`src/rtl/cpld_pterm_pkg.sv`:
```
// Shared types and parameter limits for the product-term qualifier.
package cpld_pterm_pkg;

  typedef enum logic [1:0] {
    S_LO      = 2'd0,
    S_LO_QUAL = 2'd1,
    S_HI      = 2'd2,
    S_HI_QUAL = 2'd3
  } state_e;

  localparam int SYNC_STAGES_MIN = 2;
  localparam int SYNC_STAGES_MAX = 4;
  localparam int FILT_LEN_MIN    = 1;

  function automatic bit params_legal(input int sync_stages, input int filt_len);
    return (sync_stages >= SYNC_STAGES_MIN) && (sync_stages <= SYNC_STAGES_MAX) &&
           (filt_len >= FILT_LEN_MIN);
  endfunction

endpackage

```
`src/rtl/cpld_sync_chain.sv`:
```
// Multi-flop synchroniser bringing the asynchronous product term into the CLK domain.
module cpld_sync_chain #(
  parameter int STAGES = 2
) (
  input  logic clk,
  input  logic rn,
  input  logic d,
  output logic q
);

  logic [STAGES-1:0] sync_q;
  logic [STAGES-1:0] sync_d;

  // shift the raw input one stage deeper each edge
  always_comb begin
    sync_d = {sync_q[STAGES-2:0], d};
  end

  // chain flops, cleared by synchronous reset
  always_ff @(posedge clk) begin
    if (!rn) begin
      sync_q <= {STAGES{1'b0}};
    end else begin
      sync_q <= sync_d;
    end
  end

  assign q = sync_q[STAGES-1];

endmodule

```
`src/rtl/cpld_pterm_qualifier.sv`:
```
// Synchronises and glitch-filters an AND4 product term, emitting a registered level,
// edge pulses and a wrapping count of qualified rising edges with sticky overflow.
module cpld_pterm_qualifier
  import cpld_pterm_pkg::*;
#(
  parameter int SYNC_STAGES = 2,
  parameter int FILT_LEN    = 4,
  parameter int CNT_W       = 8
) (
  input  logic             CLK,
  input  logic             RN,
  input  logic             PT,
  input  logic             CE,
  input  logic             CLR,
  output logic             Q0,
  output logic             RISE,
  output logic             FALL,
  output logic [CNT_W-1:0] CNT,
  output logic             OVF
);

  localparam int FCNT_W = $clog2(FILT_LEN + 1);
  localparam logic [FCNT_W-1:0] FCNT_LAST = FCNT_W'(FILT_LEN - 1);
  localparam logic [FCNT_W-1:0] FCNT_ONE  = FCNT_W'(1);
  localparam logic [FCNT_W-1:0] FCNT_ZERO = FCNT_W'(0);

  if (!params_legal(SYNC_STAGES, FILT_LEN)) begin : g_bad_params
    $error("cpld_pterm_qualifier: SYNC_STAGES or FILT_LEN out of range");
  end

  logic             ps;
  state_e           state_q, state_d;
  logic [FCNT_W-1:0] fcnt_q, fcnt_d;
  logic             q0_q, q0_d;
  logic             rise_q, rise_d;
  logic             fall_q, fall_d;
  logic [CNT_W-1:0] cnt_q, cnt_d;
  logic             ovf_q, ovf_d;

  cpld_sync_chain #(.STAGES(SYNC_STAGES)) u_sync (
    .clk (CLK),
    .rn  (RN),
    .d   (PT),
    .q   (ps)
  );

  // qualification FSM: a new level must be seen on FILT_LEN consecutive enabled cycles
  always_comb begin
    state_d = state_q;
    fcnt_d  = fcnt_q;
    q0_d    = q0_q;
    rise_d  = 1'b0;
    fall_d  = 1'b0;
    if (CE) begin
      case (state_q)
        S_LO: begin
          if (!ps) begin
            fcnt_d = FCNT_ZERO;
          end else if (FILT_LEN == 1) begin
            state_d = S_HI;
            q0_d    = 1'b1;
            rise_d  = 1'b1;
            fcnt_d  = FCNT_ZERO;
          end else begin
            state_d = S_LO_QUAL;
            fcnt_d  = FCNT_ONE;
          end
        end
        S_LO_QUAL: begin
          if (!ps) begin
            state_d = S_LO;
            fcnt_d  = FCNT_ZERO;
          end else if (fcnt_q == FCNT_LAST) begin
            state_d = S_HI;
            q0_d    = 1'b1;
            rise_d  = 1'b1;
            fcnt_d  = FCNT_ZERO;
          end else begin
            fcnt_d = fcnt_q + FCNT_ONE;
          end
        end
        S_HI: begin
          if (ps) begin
            fcnt_d = FCNT_ZERO;
          end else if (FILT_LEN == 1) begin
            state_d = S_LO;
            q0_d    = 1'b0;
            fall_d  = 1'b1;
            fcnt_d  = FCNT_ZERO;
          end else begin
            state_d = S_HI_QUAL;
            fcnt_d  = FCNT_ONE;
          end
        end
        S_HI_QUAL: begin
          if (ps) begin
            state_d = S_HI;
            fcnt_d  = FCNT_ZERO;
          end else if (fcnt_q == FCNT_LAST) begin
            state_d = S_LO;
            q0_d    = 1'b0;
            fall_d  = 1'b1;
            fcnt_d  = FCNT_ZERO;
          end else begin
            fcnt_d = fcnt_q + FCNT_ONE;
          end
        end
        default: begin
          state_d = S_LO;
          fcnt_d  = FCNT_ZERO;
          q0_d    = 1'b0;
        end
      endcase
    end else begin
      state_d = state_q;
      fcnt_d  = fcnt_q;
    end
  end

  // event counter: CLR wins over a coincident rise, wrap sets the sticky overflow
  always_comb begin
    cnt_d = cnt_q;
    ovf_d = ovf_q;
    if (CLR) begin
      cnt_d = {CNT_W{1'b0}};
      ovf_d = 1'b0;
    end else if (rise_d) begin
      cnt_d = cnt_q + CNT_W'(1);
      if (cnt_q == {CNT_W{1'b1}}) begin
        ovf_d = 1'b1;
      end else begin
        ovf_d = ovf_q;
      end
    end else begin
      cnt_d = cnt_q;
    end
  end

  // all state and outputs registered, synchronous active-low reset
  always_ff @(posedge CLK) begin
    if (!RN) begin
      state_q <= S_LO;
      fcnt_q  <= FCNT_ZERO;
      q0_q    <= 1'b0;
      rise_q  <= 1'b0;
      fall_q  <= 1'b0;
      cnt_q   <= {CNT_W{1'b0}};
      ovf_q   <= 1'b0;
    end else begin
      state_q <= state_d;
      fcnt_q  <= fcnt_d;
      q0_q    <= q0_d;
      rise_q  <= rise_d;
      fall_q  <= fall_d;
      cnt_q   <= cnt_d;
      ovf_q   <= ovf_d;
    end
  end

  assign Q0   = q0_q;
  assign RISE = rise_q;
  assign FALL = fall_q;
  assign CNT  = cnt_q;
  assign OVF  = ovf_q;

endmodule

```
`config.mk`:
```
export PLATFORM = sky130hd
export DESIGN_NAME = cpld_pterm_qualifier
export DESIGN_NICKNAME = d
export VERILOG_FILES = /design/src/rtl/cpld_pterm_pkg.sv /design/src/rtl/cpld_sync_chain.sv /design/src/rtl/cpld_pterm_qualifier.sv
export SDC_FILE = /design/constraint.sdc
export NUM_CORES = 1
export LEC_CHECK = 0
export ABC_AREA = 1
export CORE_AREA = 2 2 45 47
export CTS_BUF_LIST = sky130_fd_sc_hd__clkbuf_4 sky130_fd_sc_hd__clkbuf_8
export CTS_CLUSTER_DIAMETER = 60
export DETAILED_ROUTE_END_ITERATION = 6
export DIE_AREA = 0 0 47 49
export PLACE_DENSITY = 0.76
export SYNTH_ARGS = -nofsm -noshare
export SYNTH_HDL_FRONTEND = slang
export SYNTH_SLANG_ARGS = --single-unit
```
`constraint.sdc`:
```
create_clock -name CLK -period 1.5 [get_ports CLK]
set_input_delay 0.3 -clock CLK [delete_from_list [all_inputs] [get_ports CLK]]
set_output_delay 0.3 -clock CLK [all_outputs]
set_load 0.05 [all_outputs]
```
==> results of run 1 <==
[layer usage]
layer | wire (um) | vias up
li1 | - | 432
met1 | 822 | 349
met2 | 821 | 19
met3 | 76 | 2
met4 | 20 | 0
met5 | 0 | -
[logic make-up after synthesis]
family,share of synthesized area (%)
buf+inv,8.99
flops,43.4
simple gates,34.2
compound gates,10.6
fa+ha+maj,2.85
[tightest hold or removal path: cells and delay by family, from the launching register on]
| kind | cells | cell delay, ps |
|---|---|---|
| buffers and inverters | 1 | 30 |
| DFF | 1 | 310 |
| and+or+nand+nor | 1 | 50 |
[cells in the final DEF, fill, tap and decap left out]
cell                              Yosys  layout
sky130_fd_sc_hd__buf_12               0      12
sky130_fd_sc_hd__o21ai_1              1       1
sky130_fd_sc_hd__a31oi_1              1       1
sky130_fd_sc_hd__nor3_1               4       4
sky130_fd_sc_hd__inv_2                1       1
sky130_fd_sc_hd__dfxtp_1             19      17
sky130_fd_sc_hd__clkdlybuf4s50_1      0       4
sky130_fd_sc_hd__nor2_4               2       2
sky130_fd_sc_hd__ha_1                 2       2
sky130_fd_sc_hd__inv_1               17      17
sky130_fd_sc_hd__clkinv_2             0       1
sky130_fd_sc_hd__a21oi_2              3       3
sky130_fd_sc_hd__nand2_2              1       1
sky130_fd_sc_hd__buf_4                0       4
sky130_fd_sc_hd__o21ai_0              5       5
sky130_fd_sc_hd__nor2_1              16      16
sky130_fd_sc_hd__nand2_1             33      33
sky130_fd_sc_hd__clkbuf_4             0       3
sky130_fd_sc_hd__a21oi_1              6       6
sky130_fd_sc_hd__nand3_2              3       3
sky130_fd_sc_hd__nand3b_1             1       1
sky130_fd_sc_hd__dfxtp_2              0       2
sky130_fd_sc_hd__nand3_1              6       6
[per-stage QoR]
stage                     instances  setup slack (ps)
after detailed placement        168              -112
after global placement          168             -46.1
final                           172               139
after CTS                       172               106
after floorplan                 122               144
after global routing            172              13.4
[worst max-delay path by stage]
stage | slack (ps) | startpoint | to
global route | 10 | fcnt_q[0]$_SDFFE_PN0P_ | CNT[5]$_SDFFE_PP0P_
global placement | -50 | CE | CNT[1]$_SDFFE_PP0P_
finish | 140 | fcnt_q[0]$_SDFFE_PN0P_ | CNT[1]$_SDFFE_PP0P_
detailed placement | -110 | CE | CNT[1]$_SDFFE_PP0P_
CTS | 110 | fcnt_q[0]$_SDFFE_PN0P_ | CNT[1]$_SDFFE_PP0P_
floorplan | 140 | CNT[2]$_SDFFE_PP0P_ | CNT[7]$_SDFFE_PP0P_
[flip-flops by register name, indices dropped and copies added (netlist names), named ones only]
register,count
CNT,8
FALL,1
OVF,1
Q0,1
RISE,1
fcnt_q,3
state_q,1
u_sync.sync_q,2
[what timing repair did]
item / CTS / global route
hold buffers: 0 / 0
endpoints found under the setup margin: 0 / 1
buffers inserted: 0 / 0
[area by class of cell]
cell class / instances / area [um2] / area share (%)
clock buffer: 3 / 22.5 / 1.82
timing repair buffer: 20 / 310 / 25.0
tap: 27 / 33.8 / 2.72
clock inverter: 1 / 5.00 / 0.404
inverter: 18 / 67.6 / 5.45
sequential: 19 / 383 / 30.9
multi-input combinational: 84 / 418 / 33.7
[report_power, final]
group	leakage, nW	internal, mW	total (mW)	switching (mW)
clock	0.0177	0.0995	0.260	0.161
combinational	0.321	0.0236	0.0505	0.0269
sequential	0.155	0.510	0.516	0.00583
==> Flow_metrics.wiki, run 1 <==
{| class="wikitable"
! Metric !! Value
|-
| Outcome || finished, final reports clean
|-
| Number of sinks driven by the clock tree || 19
|-
| Placed wire-length estimate after detailed placement || 1370 um
|-
| CP delay by family, top || simple AND/OR/NAND/NOR gates
|-
| Pin count of the biggest net entering global routing || 13
|-
| Synth warnings || 0
|-
| Clock network latency to the later pin of the worst-skew pair || 300 ps
|-
| Number of primary I/O pins || 17
|-
| Hold WS || 422 ps
|-
| Slack of the worst reg-to-reg path || 140 ps
|-
| Aggregate routed wire length || 1740 um
|-
| Number of clock buffers inserted by TritonCTS || 3
|-
| Most crowded layer after global routing || met2
|-
| Total die area || 2300 um2
|-
| Global router's overall resource usage || 18.4%
|-
| Hold Path Sink || u_sync.sync_q[1]$_SDFF_PN0_
|-
| Combined area of all synthesized cells || 877 um2
|-
| Count of unresolved DRC violations after routing || 0
|-
| Worst clock skew on the final layout || 2.49 ps
|-
| Max-cap viol count || 0
|-
| Cells along the critical path || ha_1 > nand3_2 > nor2_4 > buf_4 > o21ai_0 > nor2_1
|-
| Routed via count || 802
|-
| Placed Instance Area || 1210 um2
|-
| Number of global-route vias before repair || 736
|-
| Flops & latches, synth || 19
|-
| Std-Cell Core Area || 1840 um2
|-
| GR Layer Usage met2 || 26.3%
|-
| Startpoint type of the worst setup path || flip-flop
|-
| Number of routed nets with antenna violations || 0
|-
| Number of iterations in the first detailed-routing pass || 4
|-
| Starting Density || 47.6%
|-
| Number of antenna violations at the first check in global routing || 0
|-
| Util after Layout || 67.3%
|-
| Slowest cell on crit path || sky130_fd_sc_hd__dfxtp_1
|-
| Share of the cycle needed by the critical path after routing || 90.7%
|-
| Peak Freq || 0.735 GHz
|-
| Classification of the worst-slack hold path || reg -> reg
|-
| Asr flop ratio synth || 0%
|-
| Min-Delay Path Depth || 2
|-
| Total power draw || 0.826 mW
|-
| Ranking of synthesized cells by instance count || 33 x sky130_fd_sc_hd__nand2_1, 19 x sky130_fd_sc_hd__dfxtp_1, 17 x sky130_fd_sc_hd__inv_1
|-
| Detailed-route vias per instance || 4.66
|-
| Post-route design area || 1240 um2
|-
| Clock-pin transition on the worst setup and hold timing paths || 110 ps
|-
| Netlist cell types || 18
|-
| Final Net Count || 153
|-
| Nets in the synthesized netlist || 129
|-
| CTS H-tree lvls || 1
|-
| Routing usage on met1 || 25.9%
|-
| Cell type contributing the most total cell area after synthesis || sky130_fd_sc_hd__dfxtp_1
|-
| Die outline width || 47 um
|-
| Slew at the pin closest to its max-slew limit || 285 ps
|-
| CTS resizes || 0
|-
| Final Slew Violations || 0
|-
| Clock Path Buffers || 2
|-
| Synth top area cells || sky130_fd_sc_hd__dfxtp_1 43%, sky130_fd_sc_hd__nand2_1 14%, sky130_fd_sc_hd__inv_1 7.3%, sky130_fd_sc_hd__nor2_1 6.8%, sky130_fd_sc_hd__a21oi_1 3.4%
|-
| Endpoints failing hold || 0
|-
| Filler cell count || 149
|-
| Critical path depth || 6
|-
| Cell at the root of the clock tree || sky130_fd_sc_hd__clkbuf_4
|-
| Number of enable flip-flop cells after synthesis || 0
|-
| Worst Path Buf+Inv || 1
|-
| Global-route track usage on met3 || 5.56%
|-
| Leakage power || 0.493 nW
|-
| Period minus WS final || 1360 ps
|-
| Endpoint of the most critical register-to-register path || CNT[1]$_SDFFE_PP0P_
|-
| Pwr/cell area || 666 nW/um2
|-
| Std-Cell Rows || 16
|-
| Worst-path maximum fanout || 12
|-
| Number of port buffers || 16
|-
| Antenna diode count || 0
|-
| Die H || 49 um
|-
| Predominant post-synthesis flop cell || sky130_fd_sc_hd__dfxtp_1
|-
| Critical path type || reg -> reg
|-
| CP Capture Type || flip-flop
|-
| Area Growth Syn to Fin || 41.4%
|-
| Sequential element share of the synthesized area || 43.4%
|-
| Highest cell delay on the worst timing path || 380 ps
|-
| Setup TNS Final || 0 ps
|-
| CTS tree || done
|-
| Crit path required time || 1740 ps
|-
| Mean area per synthesized cell || 7.19 um2
|-
| Share of cells above drive strength 1 || 22.1%
|-
| CP Data Arrival Time || 1600 ps
|-
| Final setup vio count || 0
|-
| Remaining global-route overflow || 0
|-
| WL per Instance || 10.1 um
|-
| Routability-driven placement congestion ratio || 0.828
|-
| Portion of synthesized cell area occupied by the leading cell type || 43.4%
|-
| Library cell with the highest instance count after synthesis || sky130_fd_sc_hd__nand2_1
|-
| Worst VDD drop || 503 uV
|-
| Number of cells on the worst reg-to-reg path || 6
|-
| First-pass GRT wire length || 3090 um
|-
| Number of DRC markers after the initial detailed-route iteration || 15
|-
| Unrepaired setup endpoints after global routing || false
|-
| Worst relative slew slack || 81.0%
|-
| Post-synthesis cell count || 122
|-
| Startpoint of the most critical hold path || u_sync.sync_q[0]$_SDFF_PN0_
|-
| Reg-to-reg critical path startpoint || fcnt_q[0]$_SDFFE_PN0P_
|}
Power figures use the tool's default switching activity.
==> run 2, diff against run 1 <==
Clock period 1.5 ns to 1.75 ns, I/O delays scaled along.
==> run 2 against run 1 <==
Net effect:
- clock power down 8.5%
- hold slack improved by 7.2 ps
- via count fell by 1.9%
- worst setup slack better by 250 ps
- global-route usage decreased by 1.2 points
- count of clock-buffer cells in the layout rose by 1
- wire length fell by 3.3%
- die area unchanged
- utilization shrank 9.4 points
- clock skew rose by 2.0 ps
- critical path type unchanged
- critical endpoint is now CNT[5]$_SDFFE_PP0P_
- highest routed layer unchanged
==> Flow_metrics.wiki, run 2 (same netlist as run 1, synthesis figures left out) <==
{| class="wikitable"
! Metric !! Value
|-
| Worst clock skew on the final layout || 4.47 ps
|-
| Startpoint of the most critical hold path || u_sync.sync_q[0]$_SDFF_PN0_
|-
| CP Capture Type || flip-flop
|-
| Endpoints failing hold || 0
|-
| Count of unresolved DRC violations after routing || 0
|-
| Filler cell count || 188
|-
| Global-route track usage on met3 || 4.81%
|-
| Classification of the worst-slack hold path || reg -> reg
|-
| Remaining global-route overflow || 0
|-
| Routability-driven placement congestion ratio || 0.806
|-
| Endpoint of the most critical register-to-register path || CNT[5]$_SDFFE_PP0P_
|-
| Clock Path Buffers || 2
|-
| Net switching power || 0.161 mW
|-
| Routed via count || 787
|-
| Min-Delay Path Depth || 2
|-
| Area taken by flip-flops and latches || 380 um2
|-
| Pwr/cell area || 674 nW/um2
|-
| Util after Layout || 57.9%
|-
| WL per Instance || 9.96 um
|-
| Number of primary I/O pins || 17
|-
| Share of total power in combinational logic || 5.6%
|-
| Internal cell power || 0.559 mW
|-
| Leakage power || 0.445 nW
|-
| Clock share of power || 33.0%
|-
| Number of port buffers || 16
|-
| Std-Cell Rows || 16
|-
| Share of the cycle needed by the critical path after routing || 78.0%
|-
| Reg-to-reg critical path startpoint || fcnt_q[0]$_SDFFE_PN0P_
|-
| Number of hold buffers added after CTS || 0
|-
| Placed wire-length estimate after detailed placement || 1260 um
|-
| Number of clock buffers inserted by TritonCTS || 3
|-
| Post-route design area || 1070 um2
|-
| Critical path type || reg -> reg
|-
| Total power draw || 0.720 mW
|-
| Worst slack at placement || 97.8 ps
|-
| Number of routed nets with antenna violations || 0
|-
| Buffer count from post-CTS setup fixing || 0
|-
| Cell count after placement || 165
|-
| Worst VDD drop || 487 uV
|-
| CTS resizes || 0
|-
| Number of iterations in the first detailed-routing pass || 4
|-
| GR Layer Usage met2 || 24.9%
|-
| Final non-filler cell total || 169
|-
| Setup TNS Final || 0 ps
|-
| Cell at the root of the clock tree || sky130_fd_sc_hd__clkbuf_4
|-
| Share of cells above drive strength 1 || 19.0%
|-
| Global router's overall resource usage || 17.1%
|-
| Slack of the worst reg-to-reg path || 380 ps
|-
| Clock network latency to the later pin of the worst-skew pair || 300 ps
|-
| Largest register FFs || 8
|-
| Critical Path Source || fcnt_q[0]$_SDFFE_PN0P_
|-
| Most crowded layer after global routing || met2
|-
| Commonest cells after routing, fill and taps aside || 33 x sky130_fd_sc_hd__nand2_1, 19 x sky130_fd_sc_hd__dfxtp_1, 17 x sky130_fd_sc_hd__inv_1, 16 x sky130_fd_sc_hd__nor2_1, 13 x sky130_fd_sc_hd__buf_4
|-
| Area Growth Syn to Fin || 21.7%
|-
| Worst-path maximum fanout || 14
|-
| Aggregate routed wire length || 1680 um
|-
| Placed Instance Area || 1040 um2
|-
| Number of sinks driven by the clock tree || 19
|-
| Most common library cell in the layout ignoring fill and taps || sky130_fd_sc_hd__nand2_1
|-
| Hold WS || 429 ps
|-
| Switching fraction of total power || 22.3%
|-
| Pin count of the biggest net entering global routing || 15
|-
| Startpoint type of the worst setup path || flip-flop
|-
| Routing usage on met1 || 23.5%
|-
| Number of global-route vias before repair || 691
|-
| CTS H-tree lvls || 1
|-
| Slew at the pin closest to its max-slew limit || 308 ps
|-
| Area of the multi-input gates || 418 um2
|-
| Die outline width || 47 um
|-
| Crit path required time || 1990 ps
|-
| Antenna diode count || 0
|-
| Min setup slack post-route || 385 ps
|-
| Worst relative slew slack || 79.4%
|-
| Number of cells on the worst reg-to-reg path || 7
|-
| Total die area || 2300 um2
|-
| Std-Cell Core Area || 1840 um2
|-
| Outcome || finished, final reports clean
|-
| Die H || 49 um
|-
| Number of antenna violations at the first check in global routing || 0
|-
| Final Net Count || 150
|-
| Max-cap viol count || 0
|-
| CP Data Arrival Time || 1610 ps
|-
| Final Slew Violations || 0
|-
| CTS tree || done
|-
| Hold Path Sink || u_sync.sync_q[1]$_SDFF_PN0_
|-
| Starting Density || 47.6%
|-
| Portion of total power attributed to sequential cells || 61.4%
|-
| Detailed-route vias per instance || 4.66
|-
| Number of DRC markers after the initial detailed-route iteration || 24
|-
| Final setup vio count || 0
|-
| Peak Freq || 0.733 GHz
|-
| Period minus WS final || 1370 ps
|-
| Unrepaired setup endpoints after global routing || false
|-
| Clock-pin transition on the worst setup and hold timing paths || 110 ps
|-
| First-pass GRT wire length || 2900 um
|}
-- run 2: cell types whose count changed in the layout (fill, tap and decap cells not counted), sizes merged --
| cell | previous run | this run |
|---|---|---|
| clkbuf | 3 | 4 |
| buf | 16 | 13 |
| clkinv | 1 | 0 |
-- run 2: worst max-delay path, cell delays in order, from the launching register on --
cell and delay, ps:
sky130_fd_sc_hd__dfxtp_1 370, sky130_fd_sc_hd__ha_1 200, sky130_fd_sc_hd__nand3_2 100, sky130_fd_sc_hd__nor2_4 290
sky130_fd_sc_hd__nand3b_1 140, sky130_fd_sc_hd__nand2_1 80, sky130_fd_sc_hd__nand2_1 40, sky130_fd_sc_hd__nor2_1 80
-- run 2: final cells by class --
cell class / instances / area share, %
tap: 27 / 3.17
inverter: 18 / 6.33
clock buffer: 4 / 2.81
timing repair buffer: 17 / 12.9
sequential: 19 / 35.6
multi-input combinational: 84 / 39.2
-- run 2: routing by layer --
layer	wire (um)	part of all wire (%)	vias to the layer above
met5	0	0	-
met4	37	2.2	0
met2	766	45	14
met1	823	49	346
met3	56	3.3	5
li1	-	-	422
-- run 2: worst max path at each step --
stage          slack (ps)  depth (start not counted)                  end
6_report              380                          7  CNT[5]$_SDFFE_PP0P_
5_1_grt               250                          7  CNT[5]$_SDFFE_PP0P_
4_1_cts               380                          7  CNT[5]$_SDFFE_PP0P_
3_5_place_dp          100                          6  CNT[5]$_SDFFE_PP0P_
3_3_place_gp          120                          6  CNT[5]$_SDFFE_PP0P_
2_1_floorplan         190                          6  CNT[4]$_SDFFE_PP0P_
-- run 2: power groups by stage --
stage | Combinational (mW) | Clock (mW) | Sequential, mW
3_3_place_gp | 0.0387 | 0 | 0.452
5_1_grt | 0.0452 | 0.262 | 0.443
2_1_floorplan | 0.0218 | 0 | 0.451
3_5_place_dp | 0.0392 | 0 | 0.452
6_report | 0.0400 | 0.238 | 0.442
4_1_cts | 0.0396 | 0.246 | 0.442
==> RTL change: new RTL, settings of run 1 <==
Change the parameter `FILT_LEN` from 4 to 8.
--- a/src/rtl/cpld_pterm_qualifier.sv
+++ b/src/rtl/cpld_pterm_qualifier.sv
@@ -4,7 +4,7 @@
   import cpld_pterm_pkg::*;
 #(
   parameter int SYNC_STAGES = 2,
-  parameter int FILT_LEN    = 4,
+  parameter int FILT_LEN    = 8,
   parameter int CNT_W       = 8
 ) (
   input  logic             CLK,
Function: changed (Yosys sat finds a counterexample within 10 cycles, from zero or initial values).
==> RTL change against run 1 <==
- worst setup slack worse by 0.11 ns
- routed wire length is 59% higher
- sequential cell count rose by 1
- total power grew 31%
- synthesized area is 21% higher
- final cell count grew 16%
- clock power up 72%
- design area up 23%
==> RTL change: results (changes against run 1) <==
The run finished with clean final reports. The distinct cell type count of the synthesized netlist is 26 (+8). The actual slew at the worst max-slew pin is 0.388 ns (+0.103 ns). The DRC violation total after the first TritonRoute iteration is 60 (+45). The final-stage net count was 181 (+18%). The data arrival time of the critical path came out at 1.68 ns (+0.08 ns). The final HPWL from detailed placement came out at 1700 microns (+24%). The final worst-path cycle share is 97.8% (+7.1 points). The placed cell count came out at 193 (+15%). The maximum single-stage delay on the critical path came out at 0.40 ns (+0.02 ns).

The largest fanout of any net on the critical path is 6 (-6). The total vias in the final route was 1058 (+32%). The overall global routing resource usage came out at 24.8% (+6.5 points). The area of placed instances is 1420 sq um (+17%). The detailed-route vias per instance was 5.29 (+13%). The maximum vdd drop came out at 0.000700 V (+39%). The standby leakage power is 0.659 nW (+34%). The reg-to-reg setup timing slack came out at 0.03 ns (-0.11 ns).

The net count after synthesis is 151 (+17%). Ranked by total cell area, the synthesized netlist is headed by sky130_fd_sc_hd__dfxtp_1, sky130_fd_sc_hd__nand2_1, sky130_fd_sc_hd__inv_1, sky130_fd_sc_hd__a21oi_1, sky130_fd_sc_hd__nand3_1. The largest individual stage delay along the critical path comes from the cell sky130_fd_sc_hd__dfxtp_4. The wire length of the first global-routing pass is 4310 microns (+39%). The worst clock skew is 0.00651 ns (+0.00402 ns).

Sorting the synthesized cells by how often they occur yields sky130_fd_sc_hd__nand2_1, sky130_fd_sc_hd__inv_1, sky130_fd_sc_hd__dfxtp_1. The fraction of layout instances using a drive strength above 1 is 26.6% (+4.5 points).
RTL change: cell types whose count changed after synthesis, moves of 3 or more:
| cell | change |
|---|---|
| sky130_fd_sc_hd__nand4_1 | +3 |
| sky130_fd_sc_hd__a21oi_2 | -3 |
| sky130_fd_sc_hd__inv_1 | +5 |
| sky130_fd_sc_hd__nand3_1 | +6 |
| sky130_fd_sc_hd__a21oi_1 | +6 |
| sky130_fd_sc_hd__nand2_1 | -4 |
RTL change: repair_timing:
item                       in CTS  in global routing
setup endpoints to repair       0                  9
resized for setup               0                 11
setup buffers                   0                  3
RTL change: critical path: cells and delay by family (launching register included):
family / cells / cell delay (ns)
fa+ha+maj: 1 / 0.15
flops: 1 / 0.40
simple gates: 7 / 0.82
RTL change: layer usage:
| metal | routed length, microns | up-vias | part of all wire [%] | track usage [%] |
|---|---|---|---|---|
| li1 | - | 525 | - | - |
| met1 | 1120 | 471 | 40 | 30.9 |
| met2 | 1410 | 48 | 51 | 40.6 |
| met3 | 159 | 14 | 5.7 | 2.96 |
| met4 | 85 | 0 | 3.1 | 12.0 |
| met5 | 0 | - | 0 | 0 |
RTL change: cells by family after synthesis:
logic type               share of synthesized area, %
XOR/XNOR                                        0.827
AND/OR/NAND/NOR                                  38.8
adder cells (fa/ha/maj)                          2.36
AO/OA/AOI/OAI                                    9.80
buffers and inverters                            10.4
flip-flops                                       37.8
RTL change: cell type report:
| class | count | share of cell area, % |
|---|---|---|
| clock buffers | 3 | 1.48 |
| repair buffers | 28 | 24.5 |
| multi-input cells | 98 | 37.5 |
| clock inverters | 1 | 1.97 |
| inverters | 23 | 5.82 |
| flip-flops and latches | 20 | 26.6 |
| well taps | 27 | 2.21 |
RTL change: worst min path at each step:
stage                           from          endpoint  slack, ns
global placement    u_sync.sync_q[0]  u_sync.sync_q[1]       0.39
global route        u_sync.sync_q[0]  u_sync.sync_q[1]       0.47
CTS                 u_sync.sync_q[0]  u_sync.sync_q[1]       0.42
finish              u_sync.sync_q[0]  u_sync.sync_q[1]       0.42
detailed placement  u_sync.sync_q[0]  u_sync.sync_q[1]       0.40
floorplan           u_sync.sync_q[0]  u_sync.sync_q[1]       0.39
RTL change: power breakdown:
group | leakage, nW | total [W] | internal [W] | switching (W)
Combinational | 0.468 | 0.0000910 | 0.0000371 | 0.0000539
Sequential | 0.163 | 0.000546 | 0.000536 | 0.00000974
Clock | 0.0279 | 0.000448 | 0.000270 | 0.000178
